File: src/rtl/axis_video_out.sv
// AXI4-Stream video sink: FIFO-buffered pixels are aligned to a free-running raster
// generator by a lock FSM that also flags underflow and misplaced tuser/tlast.
module axis_video_out #(
  parameter int H_ACTIVE   = 640,
  parameter int H_FP       = 16,
  parameter int H_SYNC     = 96,
  parameter int H_BP       = 48,
  parameter int V_ACTIVE   = 480,
  parameter int V_FP       = 10,
  parameter int V_SYNC     = 2,
  parameter int V_BP       = 33,
  parameter bit HS_POL     = 1'b0,
  parameter bit VS_POL     = 1'b0,
  parameter int FIFO_DEPTH = 16
) (
  input  logic        s_axis_vid_aclk,
  input  logic        s_axis_vid_aresetn,
  input  logic [31:0] s_axis_vid_tdata,
  input  logic        s_axis_vid_tvalid,
  output logic        s_axis_vid_tready,
  input  logic        s_axis_vid_tuser,
  input  logic        s_axis_vid_tlast,
  output logic [23:0] vid_data,
  output logic        vid_hsync,
  output logic        vid_vsync,
  output logic        vid_de,
  output logic        locked,
  output logic        underflow,
  output logic        sync_err,
  input  logic        err_clr
);

  localparam int H_TOTAL = H_ACTIVE + H_FP + H_SYNC + H_BP;
  localparam int V_TOTAL = V_ACTIVE + V_FP + V_SYNC + V_BP;
  localparam int HW = $clog2(H_TOTAL + 1);
  localparam int VW = $clog2(V_TOTAL + 1);
  localparam int AW = $clog2(FIFO_DEPTH);
  localparam int PW = AW + 1;
  localparam logic [HW-1:0] H_LAST = HW'(H_TOTAL - 1);
  localparam logic [VW-1:0] V_LAST = VW'(V_TOTAL - 1);

  typedef enum logic [1:0] {ST_SEARCH, ST_WAIT, ST_LOCKED} state_t;

  typedef struct packed {
    logic        tuser;
    logic        tlast;
    logic [23:0] data;
  } entry_t;

  state_t        state, state_nxt;
  entry_t        mem [FIFO_DEPTH];
  entry_t        head;
  logic [PW-1:0] wr_ptr, rd_ptr;
  logic [HW-1:0] hcnt;
  logic [VW-1:0] vcnt;
  logic          full, empty, push, pop;
  logic          active, hs, vs, frame_end, viol;
  logic          set_uf, set_se, pix_ok;
  logic          unused_pad;

  assign unused_pad = ^s_axis_vid_tdata[31:24];

  // ---------------- FIFO ----------------
  assign empty = (wr_ptr == rd_ptr);
  assign full  = (wr_ptr[AW] != rd_ptr[AW]) && (wr_ptr[AW-1:0] == rd_ptr[AW-1:0]);
  assign s_axis_vid_tready = s_axis_vid_aresetn && !full;
  assign push  = s_axis_vid_tvalid && s_axis_vid_tready;
  assign head  = mem[rd_ptr[AW-1:0]];

  // NOTE: storage has no reset; only the pointers define what is valid.
  always_ff @(posedge s_axis_vid_aclk) begin
    if (push) mem[wr_ptr[AW-1:0]] <= {s_axis_vid_tuser, s_axis_vid_tlast, s_axis_vid_tdata[23:0]};
  end

  // NOTE: sequential state uses non-blocking assignments so every register samples pre-edge values.
  always_ff @(posedge s_axis_vid_aclk or negedge s_axis_vid_aresetn) begin
    if (!s_axis_vid_aresetn) begin
      wr_ptr <= '0;
      rd_ptr <= '0;
    end else begin
      if (push) wr_ptr <= wr_ptr + PW'(1);
      if (pop)  rd_ptr <= rd_ptr + PW'(1);
    end
  end

  // ---------------- raster timing ----------------
  always_ff @(posedge s_axis_vid_aclk or negedge s_axis_vid_aresetn) begin
    if (!s_axis_vid_aresetn) begin
      hcnt <= '0;
      vcnt <= '0;
    end else if (hcnt == H_LAST) begin
      hcnt <= '0;
      vcnt <= (vcnt == V_LAST) ? '0 : vcnt + VW'(1);
    end else begin
      hcnt <= hcnt + HW'(1);
    end
  end

  assign active    = (hcnt < HW'(H_ACTIVE)) && (vcnt < VW'(V_ACTIVE));
  assign hs        = (hcnt >= HW'(H_ACTIVE + H_FP)) && (hcnt < HW'(H_ACTIVE + H_FP + H_SYNC));
  assign vs        = (vcnt >= VW'(V_ACTIVE + V_FP)) && (vcnt < VW'(V_ACTIVE + V_FP + V_SYNC));
  assign frame_end = (hcnt == H_LAST) && (vcnt == V_LAST);
  assign viol      = (head.tuser != ((hcnt == '0) && (vcnt == '0)))
                  || (head.tlast != (hcnt == HW'(H_ACTIVE - 1)));

  // ---------------- lock FSM ----------------
  always_ff @(posedge s_axis_vid_aclk or negedge s_axis_vid_aresetn) begin
    if (!s_axis_vid_aresetn) state <= ST_SEARCH;
    else                     state <= state_nxt;
  end

  // NOTE: every combinational output gets a default first, so no latch can be inferred.
  always_comb begin
    state_nxt = state;
    case (state)
      ST_SEARCH: if (!empty && head.tuser) state_nxt = ST_WAIT;
      ST_WAIT:   if (frame_end) state_nxt = ST_LOCKED;
      ST_LOCKED: if (active && (empty || viol)) state_nxt = ST_SEARCH;
      default:   state_nxt = ST_SEARCH;
    endcase
  end

  always_comb begin
    pop    = 1'b0;
    set_uf = 1'b0;
    set_se = 1'b0;
    pix_ok = 1'b0;
    case (state)
      ST_SEARCH: pop = !empty && !head.tuser;
      ST_LOCKED: begin
        if (active) begin
          if (empty) begin
            set_uf = 1'b1;
          end else begin
            pop    = 1'b1;
            set_se = viol;
            pix_ok = !viol;
          end
        end
      end
      default: ;
    endcase
  end

  assign locked = (state == ST_LOCKED);

  // ---------------- registered video outputs and sticky flags ----------------
  always_ff @(posedge s_axis_vid_aclk or negedge s_axis_vid_aresetn) begin
    if (!s_axis_vid_aresetn) begin
      vid_data  <= '0;
      vid_de    <= 1'b0;
      vid_hsync <= ~HS_POL;
      vid_vsync <= ~VS_POL;
      underflow <= 1'b0;
      sync_err  <= 1'b0;
    end else begin
      vid_data  <= pix_ok ? head.data : 24'd0;
      vid_de    <= active;
      vid_hsync <= hs ? HS_POL : ~HS_POL;
      vid_vsync <= vs ? VS_POL : ~VS_POL;
      // A new error outranks a clear arriving in the same cycle.
      if (set_uf)       underflow <= 1'b1;
      else if (err_clr) underflow <= 1'b0;
      if (set_se)       sync_err  <= 1'b1;
      else if (err_clr) sync_err  <= 1'b0;
    end
  end

endmodule

File: config.mk
export PLATFORM = sky130hd
export DESIGN_NAME = axis_video_out
export DESIGN_NICKNAME = d
export VERILOG_FILES = /design/src/rtl/axis_video_out.sv
export SDC_FILE = /design/constraint.sdc
export NUM_CORES = 1
export LEC_CHECK = 0
export CAP_MARGIN = 5
export CORE_ASPECT_RATIO = 0.6
export CORE_MARGIN = 2
export CORE_UTILIZATION = 49
export CTS_CLUSTER_DIAMETER = 40
export DETAILED_ROUTE_END_ITERATION = 7
export HOLD_SLACK_MARGIN = 0.02
export PLACE_DENSITY = 0.75
export SETUP_SLACK_MARGIN = 0.1
export SLEW_MARGIN = 20
export SYNTH_ARGS = -nofsm -noshare
export SYNTH_HDL_FRONTEND = slang
export SYNTH_SLANG_ARGS = --single-unit
File: constraint.sdc
create_clock -name s_axis_vid_aclk -period 4.68 [get_ports s_axis_vid_aclk]
set_input_delay 0.702 -clock s_axis_vid_aclk [delete_from_list [all_inputs] [get_ports s_axis_vid_aclk]]
set_output_delay 0.702 -clock s_axis_vid_aclk [all_outputs]
set_load 0.005 [all_outputs]
---- After elaboration in Yosys (flattened, before gate mapping) ----
Memories as Yosys holds them, arrays and structs flattened.
Cells that the tools add are included.
Widths: inputs -> output; s select.
word-level totals
  output and inout port bits .............. 31
  input port bits ......................... 38
  memories kept ........................... 1
  logic and storage cells ................. 84
  register bits ........................... 61
  memory bits (writable) .................. 416
operators by class
  $lt $le $gt $ge ......................... 6
  muxes and demuxes ....................... 26
  add/subtract/negate cells ............... 4
  reduce and logical (&&, ||, !) cells .... 23
  eq/ne operators ......................... 13
memory list
  memory  depth  width  read ports  clocked after Yosys merged registers in  wr ports  line  text
  mem     16     26     1           0                                        1         51    entry_t mem [FIFO_DEPTH];
operators with widths
  operator               number
  $eq 10x10->1 const B   3
  $mux 24                1
  $add 10x1->10 const B  2
  $logic_not 10->1       2
  $lt 10x10->1 const B   2
  $lt 10x9->1 const B    2
  $mux 10                2
  $mux 1                 18
  $logic_and 1x1->1      11
  $add 5x1->5 const B    2
  $ge 10x10->1 const B   1
  $ge 10x9->1 const B    1
  $mux 2                 3
  $pmux 2 s3             1
  $eq 5x5->1             1
  $eq 4x4->1             1
  $logic_not 1->1        4
  $ne 2x2->1 const B     2
  $reduce_bool 2->1      2
  $ne 1x1->1             3
  $reduce_and 3->1       1
  $eq 2x1->1 const B     1
  $eq 2x2->1 const B     1
  $logic_not 2->1        1
  3 further kinds        4

---- Logic depth before layout (Yosys ltp) ----
Gate-level depths: netlist (run 1).
  depth after elaboration ................. 9
  gate-level depth with buffers ........... 9
  mapped depth without buffers ............ 8

---- Worst setup path after synthesis (run 1) ----
OpenSTA, ideal clock, no wires.
  path kind ............................... reg2reg
  start point ............................. register rd_ptr[3]
  end point ............................... memory mem[3][0] (netlist bit) (enable)
  buffers on the path ..................... 2
  required time ........................... 4.238 ns
  library setup time ...................... 0.442 ns
  cell stages (with the launch flop) ...... 9
  arrival ................................. 3.292 ns
  path slack .............................. 0.946 ns
  clock period less this slack ............ 3.734 ns
  cell sequence ........................... dfrtp_1 buf_2 xnor2_1 nand4_1 nand2b_1 and3_1 clkbuf_1 nand2_1 nor3_1
on the way
  word-level cells in the longest chain between the ends .. 7
ends and longest elaborated chain
  element                       line  text
  start, declared               53    logic [PW-1:0] wr_ptr, rd_ptr;
  start signal, assigned        82    if (pop) rd_ptr <= rd_ptr + PW'(1);
  $eq 4x4->1                    65    assign full = (wr_ptr[AW] != rd_ptr[AW]) && (wr_ptr[AW-1:0] == rd_ptr[AW-1:0]);
  $logic_and 1x1->1             65
  $logic_not 1->1               66    assign s_axis_vid_tready = s_axis_vid_aresetn && !full;
  $logic_and 1x1->1             66
  $logic_and 1x1->1             67    assign push = s_axis_vid_tvalid && s_axis_vid_tready;
  $mux 1                        72    if (push) mem[wr_ptr[AW-1:0]] <= {s_axis_vid_tuser, s_axis_vid_tlast, s_axis_vid_tdata[23:0]};
  $mux 1 (not written as such)  72
  end, declared                 51
No other way between the ends.

---- Worst setup path after layout (run 1) ----
  start point ............................. register rd_ptr[2]
  end point ............................... output port s_axis_vid_tready
on the way
  word-level cells in the longest chain between the ends .. 4
ends and longest elaborated chain
  element            line  text
  $eq 4x4->1         65
  $logic_and 1x1->1  65
  $logic_not 1->1    66
  $logic_and 1x1->1  66
  end, declared      20    output logic s_axis_vid_tready,
No other way between the ends.

==> impl_metrics.csv, run 1 <==
group,metric,value,unit
place,hpwlAfterDp,20.5,mm
routing,initialDrtViolationCount,1177,
yosys,yosys_warnings,0,
critical_path,critical_path_class,"reg -> out",
outcome,status,"completed",
yosys,syn_avg_cell_area,20.3,um2
clock_tree,cts_tree,"built",
pwr,combPwrFrac,9.4,%
sta,tns,0,ns
layout,syn_to_final_growth,15.9,%
critical_path,path_cells,"xnor2_1 > nand4_1 > nand2b_1 > and2_1 > clkdlybuf4s50_1",
pwr,p_leak,7.03,nW
sta,max_freq,0.308,GHz
critical_path,worst_setup_path_end_kind,"output port",
floorplan,ios,69,
floorplan,die_h,155,um
critical_path,required,3.98,ns
place,gp_congestion,0.759,
sta,tightest_slew,0.916,ns
pwr,pwr-share-clk,39.3,%
yosys,synthArstFlopShare,12.8,%
place,dp_cells,1471,
routing,wl,37.3,mm
hold_path,hold_path.class,"in -> async",
critical_path,critPathSlowestCell,"dfrtp_4",
floorplan,die_w,255,um
layout,fillers,2760,
yosys,ys_seq_elements,477,
yosys,yosysUniqueCellTypes,45,
clock_tree,post_cts_resized,0,
global_route,grt_pass1_vias,9302,
clock_tree,clock_latency,0.57,ns
global_route,grt_pass1_wl,57.2,mm
job,drv_cap,0,
floorplan,die_area,39400,um2
critical_path,cp_num_buf_inv,1,
floorplan,core_area,37400,um2
pwr,seqPwrFrac,51.3,%
sta,rsz0062_at_grt,"no",
routing,wl_per_cell,23.9,um
yosys,netlist_area,18500,um2
global_route,grt.total_usage,19.8,%
clock_tree,root_buffer,"clkbuf_16",
sta,hold_viol,0,
critical_path,ff2ff_setup_slack,1.47,ns
critical_path,r2r_end,"mem[10][3]",
layout,drive_above_1_share,24.7,%
layout,layout.cells.most_common,"edfxtp_1",
critical_path,rr_startpoint,"rd_ptr[2]",
global_route,overflow,0,
sta,max_slew_margin,39.0,%
sta,report.final.slew_viol_count,0,
routing,post-route-drc-count,0,
critical_path,cpPeakStageDelay,0.82,ns
routing,antenna_left,0,
global_route,grt_max_degree,102,
routing,num_vias,8889,
clock_tree,cts_buffers,46,
layout,instances_no_fill,1558,
routing,firstDrtPassIters,7,
yosys,synth_edf_count,416,
clock_tree,cts_setup_buffers,0,
sta,fin_crit_sh,69.5,%
critical_path,ff2ff_path_depth,7,
clock_tree,clkTransAtPathRegs,0.06,ns
yosys,synthesis.nets,960,
global_route,antenna_found_initial,1,
pwr,p_sw_share,22.9,%
pwr,p_int,0.00742,W
critical_path,cp_max_fo,39,
floorplan,fp-row-count,55,
place,io_buffers,60,
routing,post_drt_via_cell_ratio,5.71,
floorplan,initial_core_util,49.5,%
clock_tree,cts_hold_buf,0,
layout,final_cell_mix,"edfxtp_1, mux4_2, clkdlybuf4s50_1",
clock_tree,htreeDepth,2,
critical_path,critical_path.top_delay_family,"flip-flops",
clock_tree,clock-sinks,477,
yosys,synthCells,913,
sta,fin_crit,3.25,ns
yosys,ys_seq_area_share,75.7,%
layout,nNetsFinal,1053,
critical_path,cp-start-kind,"register",
pwr,p_per_area,448,nW/um2
yosys,synth_top_flop_cell,"edfxtp_1",
sta,clock_skew,0.0267,ns
critical_path,crit_arrival,2.55,ns
pwr,power.switching,0.00220,W
pwr,ir_worst_vdd,0.000278,V
sta,setup_viol,0,
clock_tree,clk_path_buf_depth,3,
==> synthesized netlist by cell type, types with 7 or more instances <==
cell type	instances	area, um2
edfxtp_1	416	12500
mux4_2	103	2320
nor2_1	69	259
dfrtp_1	59	1480
a21oi_1	27	135
mux2_2	26	293
mux2i_1	26	260
nand2_1	19	71.3
clkbuf_1	17	63.8
xnor2_1	17	149
buf_2	16	80.1
o21ai_0	13	65.1
nand4_1	12	75.1
inv_1	11	41.3
ha_1	9	113
xor2_1	8	70.1
nor3_1	7	35.0
==> power groups by stage <==
stage | clock network [W] | registers, W | logic (W)
floorplan | 0 | 0.00497 | 0.000627
global placement | 0 | 0.00501 | 0.000897
detailed placement | 0 | 0.00502 | 0.000916
CTS | 0.00385 | 0.00494 | 0.000920
global route | 0.00401 | 0.00495 | 0.000984
finish | 0.00378 | 0.00494 | 0.000906
==> logic make-up after synthesis <==
| kind of cell | after synthesis | synth area share [%] |
|---|---|---|
| simple gates | 141 | 3.70 |
| buf+inv | 54 | 1.36 |
| flops | 477 | 75.7 |
| mux | 158 | 15.9 |
| fa+ha+maj | 9 | 0.608 |
| compound gates | 49 | 1.57 |
| xor+xnor | 25 | 1.18 |
==> final cells by class <==
cell class	count	area (um2)	share of cell area, %
Timing Repair Buffer	88	846	3.94
Clock buffer	59	1250	5.82
Tap cell	513	642	2.99
Antenna cell	1	2.50	0.0117
Clock inverter	27	302	1.40
Sequential cell	477	14000	65.4
Inverter	11	41.3	0.192
Multi-Input combinational cell	382	4350	20.3
==> routing by layer <==
| metal | track usage, % | share of wire, % |
|---|---|---|
| met1 | 29.9 | 45 |
| met2 | 29.8 | 46 |
| met3 | 3.95 | 6.6 |
| met4 | 5.18 | 1.9 |
| met5 | 0 | 0 |
==> metrics by stage <==
stage	setup WS [ns]	power (W)	instance area, um2	hold slack, ns	utilization [%]
after floorplan	0.946	0.00559	18500	0.406	-
after global placement	1.44	0.00591	19900	0.466	53.2
after detailed placement	1.44	0.00594	19900	0.473	53.2
after CTS	1.37	0.00970	21500	0.436	57.3
after global routing	1.25	0.00995	21500	0.498	57.3
final	1.43	0.00962	21500	0.399	57.3
==> sequential cells by signal, indices dropped and copies added, names as in the netlist <==
name / count
state: 2
vid_data: 24
rd_ptr: 5
hcnt: 10
vcnt: 10
vid_vsync: 1
wr_ptr: 5
mem: 416
underflow: 1
sync_err: 1
vid_de: 1
vid_hsync: 1
==> worst max-delay path by stage <==
stage                          from                end  slack (ns)  cells after the start
after floorplan           rd_ptr[3]          mem[3][0]        0.95                      8
after global placement    rd_ptr[2]        mem[10][22]        1.44                      7
after detailed placement  rd_ptr[2]         mem[10][4]        1.44                      7
after global routing      rd_ptr[3]        mem[10][22]        1.25                      7
after CTS                 rd_ptr[2]  s_axis_vid_tready        1.37                      5
final                     rd_ptr[2]  s_axis_vid_tready        1.43                      5
No activity file was read; power rests on OpenSTA's default activity.
==> run 2: changes to the inputs <==
--- a/config.mk
+++ b/config.mk
@@ -12,7 +12,7 @@
 export CTS_CLUSTER_DIAMETER = 40
 export DETAILED_ROUTE_END_ITERATION = 7
 export HOLD_SLACK_MARGIN = 0.02
-export PLACE_DENSITY = 0.75
+export PLACE_DENSITY = 0.78
 export SETUP_SLACK_MARGIN = 0.1
 export SLEW_MARGIN = 20
 export SYNTH_ARGS = -nofsm -noshare
==> constraint.sdc (replaced) <==
create_clock -name s_axis_vid_aclk -period 2.75 [get_ports s_axis_vid_aclk]
set_input_delay 0.4125 -clock s_axis_vid_aclk [delete_from_list [all_inputs] [get_ports s_axis_vid_aclk]]
set_output_delay 0.4125 -clock s_axis_vid_aclk [all_outputs]
set_load 0.005 [all_outputs]
==> run 2 against run 1 <==
Against the previous run:
- global-route usage is 0.31 points higher
- first-iteration DRC count shrank 20%
- routed wire length increased by 5.0%
- clock skew down 0.013 ns
- worst setup slack lost 1.3 ns
- highest routed layer is now met5
- utilization is 1.2 points higher
- critical endpoint is now rd_ptr[1]
- flip-flop and latch count did not move
- combinational power increased by 98%
- cell area rose by 2.1%
- sequential share of layout area fell by 1.4 points
==> impl_metrics.csv, run 2 (synthesis gave the netlist of run 1 again) <==
group,metric,value,unit
clock_tree,cts_hold_buf,0,
sta,setup_viol,0,
sta,clock_skew,0.0136,ns
layout,final_cell_mix,"edfxtp_1, mux4_2, clkdlybuf4s50_1",
routing,post_drt_via_cell_ratio,5.71,
global_route,grt_max_degree,62,
floorplan,fp-row-count,55,
floorplan,die_area,39400,um2
layout,largest_register_ffs,416,
global_route,antenna_found_initial,3,
floorplan,initial_core_util,49.5,%
place,hpwlAfterDp,22.4,mm
pwr,p_leak,7.26,nW
floorplan,ios,69,
hold_path,hold_path.class,"in -> async",
pwr,p_per_area,749,nW/um2
sta,report.final.slew_viol_count,0,
layout,fillers,2678,
sta,rsz0062_at_grt,"yes",
sta,fin_crit_sh,96.6,%
layout,drive_above_1_share,27.3,%
pwr,ir_worst_vdd,0.000572,V
sta,tightest_slew,0.864,ns
layout,nNetsFinal,1087,
layout,syn_to_final_growth,18.4,%
clock_tree,clk_path_buf_depth,3,
routing,initialDrtViolationCount,943,
sta,max_slew_margin,42.4,%
critical_path,required,3.18,ns
outcome,status,"completed",
place,dp_cells,1492,
place,io_buffers,60,
routing,antenna_left,0,
global_route,grt_pass1_vias,9254,
critical_path,crit_arrival,3.09,ns
sta,fin_crit,2.66,ns
clock_tree,cts_tree,"built",
layout,instances_no_fill,1592,
clock_tree,clkTransAtPathRegs,0.06,ns
routing,post-route-drc-count,0,
global_route,grt.total_usage,20.1,%
sta,timing.hold.ws,0.160,ns
sta,hold_viol,0,
routing,wl_per_cell,24.6,um
layout,multi_input_area,4490,um2
routing,num_vias,9093,
sta,max_freq,0.376,GHz
critical_path,cp_num_buf_inv,3,
critical_path,cp_max_fo,12,
floorplan,core_area,37400,um2
layout,layout.cells.most_common,"edfxtp_1",
global_route,grt_pass1_wl,57.7,mm
routing,wl,39.2,mm
floorplan,die_h,155,um
floorplan,die_w,255,um
critical_path,path_cells,"buf_4 > buf_4 > mux4_2 > mux2i_4 > mux2i_4 > o41ai_4 > buf_4 > mux2_2",
job,drv_cap,0,
critical_path,critical_path.top_delay_family,"multiplexers",
routing,firstDrtPassIters,5,
clock_tree,root_buffer,"clkbuf_16",
clock_tree,clock_latency,0.56,ns
critical_path,critical_path_class,"reg -> reg",
clock_tree,htreeDepth,2,
layout,regArea,14000,um2
global_route,overflow,0,
critical_path,cpPeakStageDelay,0.55,ns
clock_tree,clock-sinks,477,
critical_path,worst_setup_path_end_kind,"register",
clock_tree,cts_buffers,46,
critical_path,worst_path_most_repeated_cell,"buf_4",
place,gp_congestion,0.790,
critical_path,cp-start-kind,"register",
critical_path,critPathSlowestCell,"dfrtp_4",
-- run 2: worst register-to-register path, delay by kind of cell, from the launching register on --
family          cells  cell delay (ns)
mux                 4             1.05
compound gates      1             0.38
flops               1             0.55
buf+inv             3             0.57
-- run 2: worst paths after layout --
path	startpoint	end	slack, ns	cells past startpoint
min reg2reg	sync_err	sync_err	0.49	1
max in group asynchronous	s_axis_vid_aresetn	rd_ptr[0]	1.95	2
max reg2reg	rd_ptr[2]	rd_ptr[1]	0.09	8
max	rd_ptr[2]	rd_ptr[1]	0.09	8
min	s_axis_vid_aresetn	state[0]	0.16	2
min in group s_axis_vid_aclk	err_clr	sync_err	0.47	3
-- run 2: routing by layer --
layer	GRT usage [%]	up-vias	wire length, um
met4	5.35	2	893
met1	30.1	4749	17200
met2	30.4	354	18000
met5	0	-	16
met3	4.07	60	3020
li1	-	3928	-
-- run 2: power by group --
group	total (W)	switching, W	internal [W]
combinational	0.00179	0.00103	0.000765
sequential	0.00834	0.000110	0.00823
clock	0.00629	0.00270	0.00359
total	0.0164	0.00384	0.0126
-- run 2: area by class of cell --
class,count,area share [%]
flip-flops and latches,477,64.0
multi-input cells,384,20.5
clock buffers,63,5.82
repair buffers,120,5.42
well taps,513,2.93
clock inverters,23,1.12
inverters,11,0.188
diodes,1,0.0114
-- run 2: what timing repair did --
| item | 4_1_cts | 5_1_grt |
|---|---|---|
| pin swaps | 1 | 4 |
| gates resized for setup | 4 | 13 |
| gates cloned | 1 | 1 |
| setup endpoints to repair | 25 | 75 |
| setup buffers | 5 | 6 |
-- run 2: through the flow --
step	utilization [%]	setup slack, ns	TNS (ns)	total power [W]	cell area, um2
CTS	58.2	0.0923	0	0.0165	21800
global placement	53.8	0.162	0	0.0102	20200
detailed placement	53.8	0.0516	0	0.0102	20200
global route	58.6	0.0351	0	0.0170	21900
finish	58.6	0.0922	0	0.0164	21900
floorplan	-	-0.292	-65.45	0.00953	18600
==> run 3: changes to the inputs <==
--- a/config.mk
+++ b/config.mk
@@ -12,6 +12,7 @@
 export CTS_CLUSTER_DIAMETER = 40
 export DETAILED_ROUTE_END_ITERATION = 7
 export HOLD_SLACK_MARGIN = 0.02
+export MAX_ROUTING_LAYER = met4
 export PLACE_DENSITY = 0.78
 export SETUP_SLACK_MARGIN = 0.1
 export SLEW_MARGIN = 20
==> run 3 against run 2 <==
Against the previous run:
- flip-flop and latch count did not move
- worst hold slack improved by 0.0035 ns
- largest power group unchanged
- sequential share of layout area barely moved
- largest cell class unchanged
- clock skew rose by 0.0031 ns
==> impl_metrics.csv, run 3 (synthesis gave the netlist of run 1 again) <==
group,metric,value,unit
floorplan,initial_core_util,49.5,%
critical_path,cp_max_fo,12,
global_route,overflow,0,
layout,drive_above_1_share,27.3,%
layout,final_area,21900,um2
sta,rsz0062_at_grt,"yes",
floorplan,die_area,39400,um2
global_route,grt_pass1_vias,9237,
layout,nNetsFinal,1087,
sta,setup_viol,0,
routing,wl_per_cell,24.6,um
critical_path,required,3.18,ns
pwr,ir_worst_vdd,0.000574,V
sta,report.final.slew_viol_count,0,
place,gp_congestion,0.801,
layout,final_util,58.6,%
floorplan,core_area,37400,um2
global_route,grt_max_degree,62,
pwr,p_per_area,748,nW/um2
place,post_dp_cell_area,20200,um2
floorplan,ios,69,
clock_tree,clk_path_buf_depth,3,
clock_tree,cts_buffers,46,
layout,layout.cells.most_common,"edfxtp_1",
floorplan,fp-row-count,55,
place,hpwlAfterDp,22.4,mm
layout,final_cell_mix,"edfxtp_1, mux4_2, clkdlybuf4s50_1",
hold_path,hold_path.class,"in -> async",
critical_path,worst_setup_path_end_kind,"register",
routing,post_drt_via_cell_ratio,5.71,
floorplan,die_h,155,um
routing,wl,39.2,mm
layout,largest_register_ffs,416,
sta,clock_skew,0.0168,ns
critical_path,cp-start-kind,"register",
layout,regArea,14000,um2
sta,max_slew_margin,42.8,%
pwr,p_total,0.0164,W
routing,post-route-drc-count,0,
critical_path,crit_arrival,3.08,ns
layout,fillers,2675,
clock_tree,clock-sinks,477,
clock_tree,root_buffer,"clkbuf_16",
critical_path,ff2ff_path_depth,8,
global_route,grt.total_usage,20.7,%
sta,hold_viol,0,
global_route,grt_pass1_wl,57.8,mm
routing,antenna_left,0,
critical_path,critical_path_class,"reg -> reg",
job,drv_cap,0,
place,io_buffers,60,
pwr,p_leak,7.26,nW
clock_tree,cts_tree,"built",
routing,num_vias,9102,
outcome,status,"completed",
sta,tightest_slew,0.858,ns
layout,syn_to_final_growth,18.4,%
clock_tree,clkTransAtPathRegs,0.06,ns
clock_tree,cts_hold_buf,0,
layout,multi_input_area,4490,um2
critical_path,rr_startpoint,"rd_ptr[2]",
routing,initialDrtViolationCount,1072,
global_route,antenna_found_initial,3,
clock_tree,clock_latency,0.56,ns
sta,fin_crit_sh,96.4,%
routing,firstDrtPassIters,5,
clock_tree,htreeDepth,2,
floorplan,die_w,255,um
critical_path,ff2ff_setup_slack,0.1,ns
critical_path,r2r_end,"rd_ptr[1]",
sta,max_freq,0.377,GHz
sta,fin_crit,2.65,ns
-- run 3: cell count changes in the layout (fill, tap and decap cells not counted), sizes merged --
cell,change
diode,+2
-- run 3: cell type report --
cell class,instances,share of cell area [%]
inverters,11,0.188
diodes,3,0.0342
multi-input cells,384,20.5
clock inverters,23,1.12
clock buffers,63,5.82
flip-flops and latches,477,64.0
well taps,513,2.93
repair buffers,120,5.42
-- run 3: worst max-delay path by stage --
stage / from / to / slack (ns) / cells after the start
6_report: rd_ptr[2] / rd_ptr[1] / 0.1 / 8
3_5_place_dp: vcnt[1] / vid_data[15] / 0.05 / 8
2_1_floorplan: rd_ptr[3] / mem[7][0] / -0.29 / 8
3_3_place_gp: rd_ptr[2] / vid_data[13] / 0.16 / 7
5_1_grt: rd_ptr[3] / s_axis_vid_tready / 0.04 / 5
4_1_cts: rd_ptr[2] / s_axis_vid_tready / 0.09 / 5
-- run 3: power by group --
| group | switching (W) | internal, W | total (W) |
|---|---|---|---|
| combinational | 0.00102 | 0.000765 | 0.00179 |
| clock | 0.00269 | 0.00359 | 0.00628 |
| sequential | 0.000110 | 0.00823 | 0.00834 |
-- run 3: through the flow --
step                      cells  setup TNS (ns)  hold WS, ns  setup WS [ns]
final                      1594               0        0.163         0.0979
after CTS                  1584               0        0.198         0.0923
after global placement     1492               0        0.465          0.162
after detailed placement   1492               0        0.481         0.0516
after floorplan             913          -65.45        0.117         -0.292
after global routing       1594               0        0.244         0.0351
-- run 3: timing repair --
item | in CTS | in global routing
pin swaps | 1 | 4
gates resized for setup | 4 | 13
gates cloned | 1 | 1
setup endpoints to repair | 25 | 75
setup buffers | 5 | 6
-- run 3: routing by layer --
metal	up-vias	part of all wire (%)	global-route usage, %
met5	-	0	-
met3	57	8.1	4.07
met1	4740	44	30.2
met2	375	46	30.4
met4	0	2.3	5.35
li1	3930	-	-
-- run 3: worst max-delay path, stage by stage (launching register included) --
cell and delay (ns):
dfrtp_4 0.55, buf_4 0.18, buf_4 0.19, mux4_2 0.33
mux2i_4 0.21, mux2i_4 0.16, o41ai_4 0.37, buf_4 0.19
mux2_2 0.34
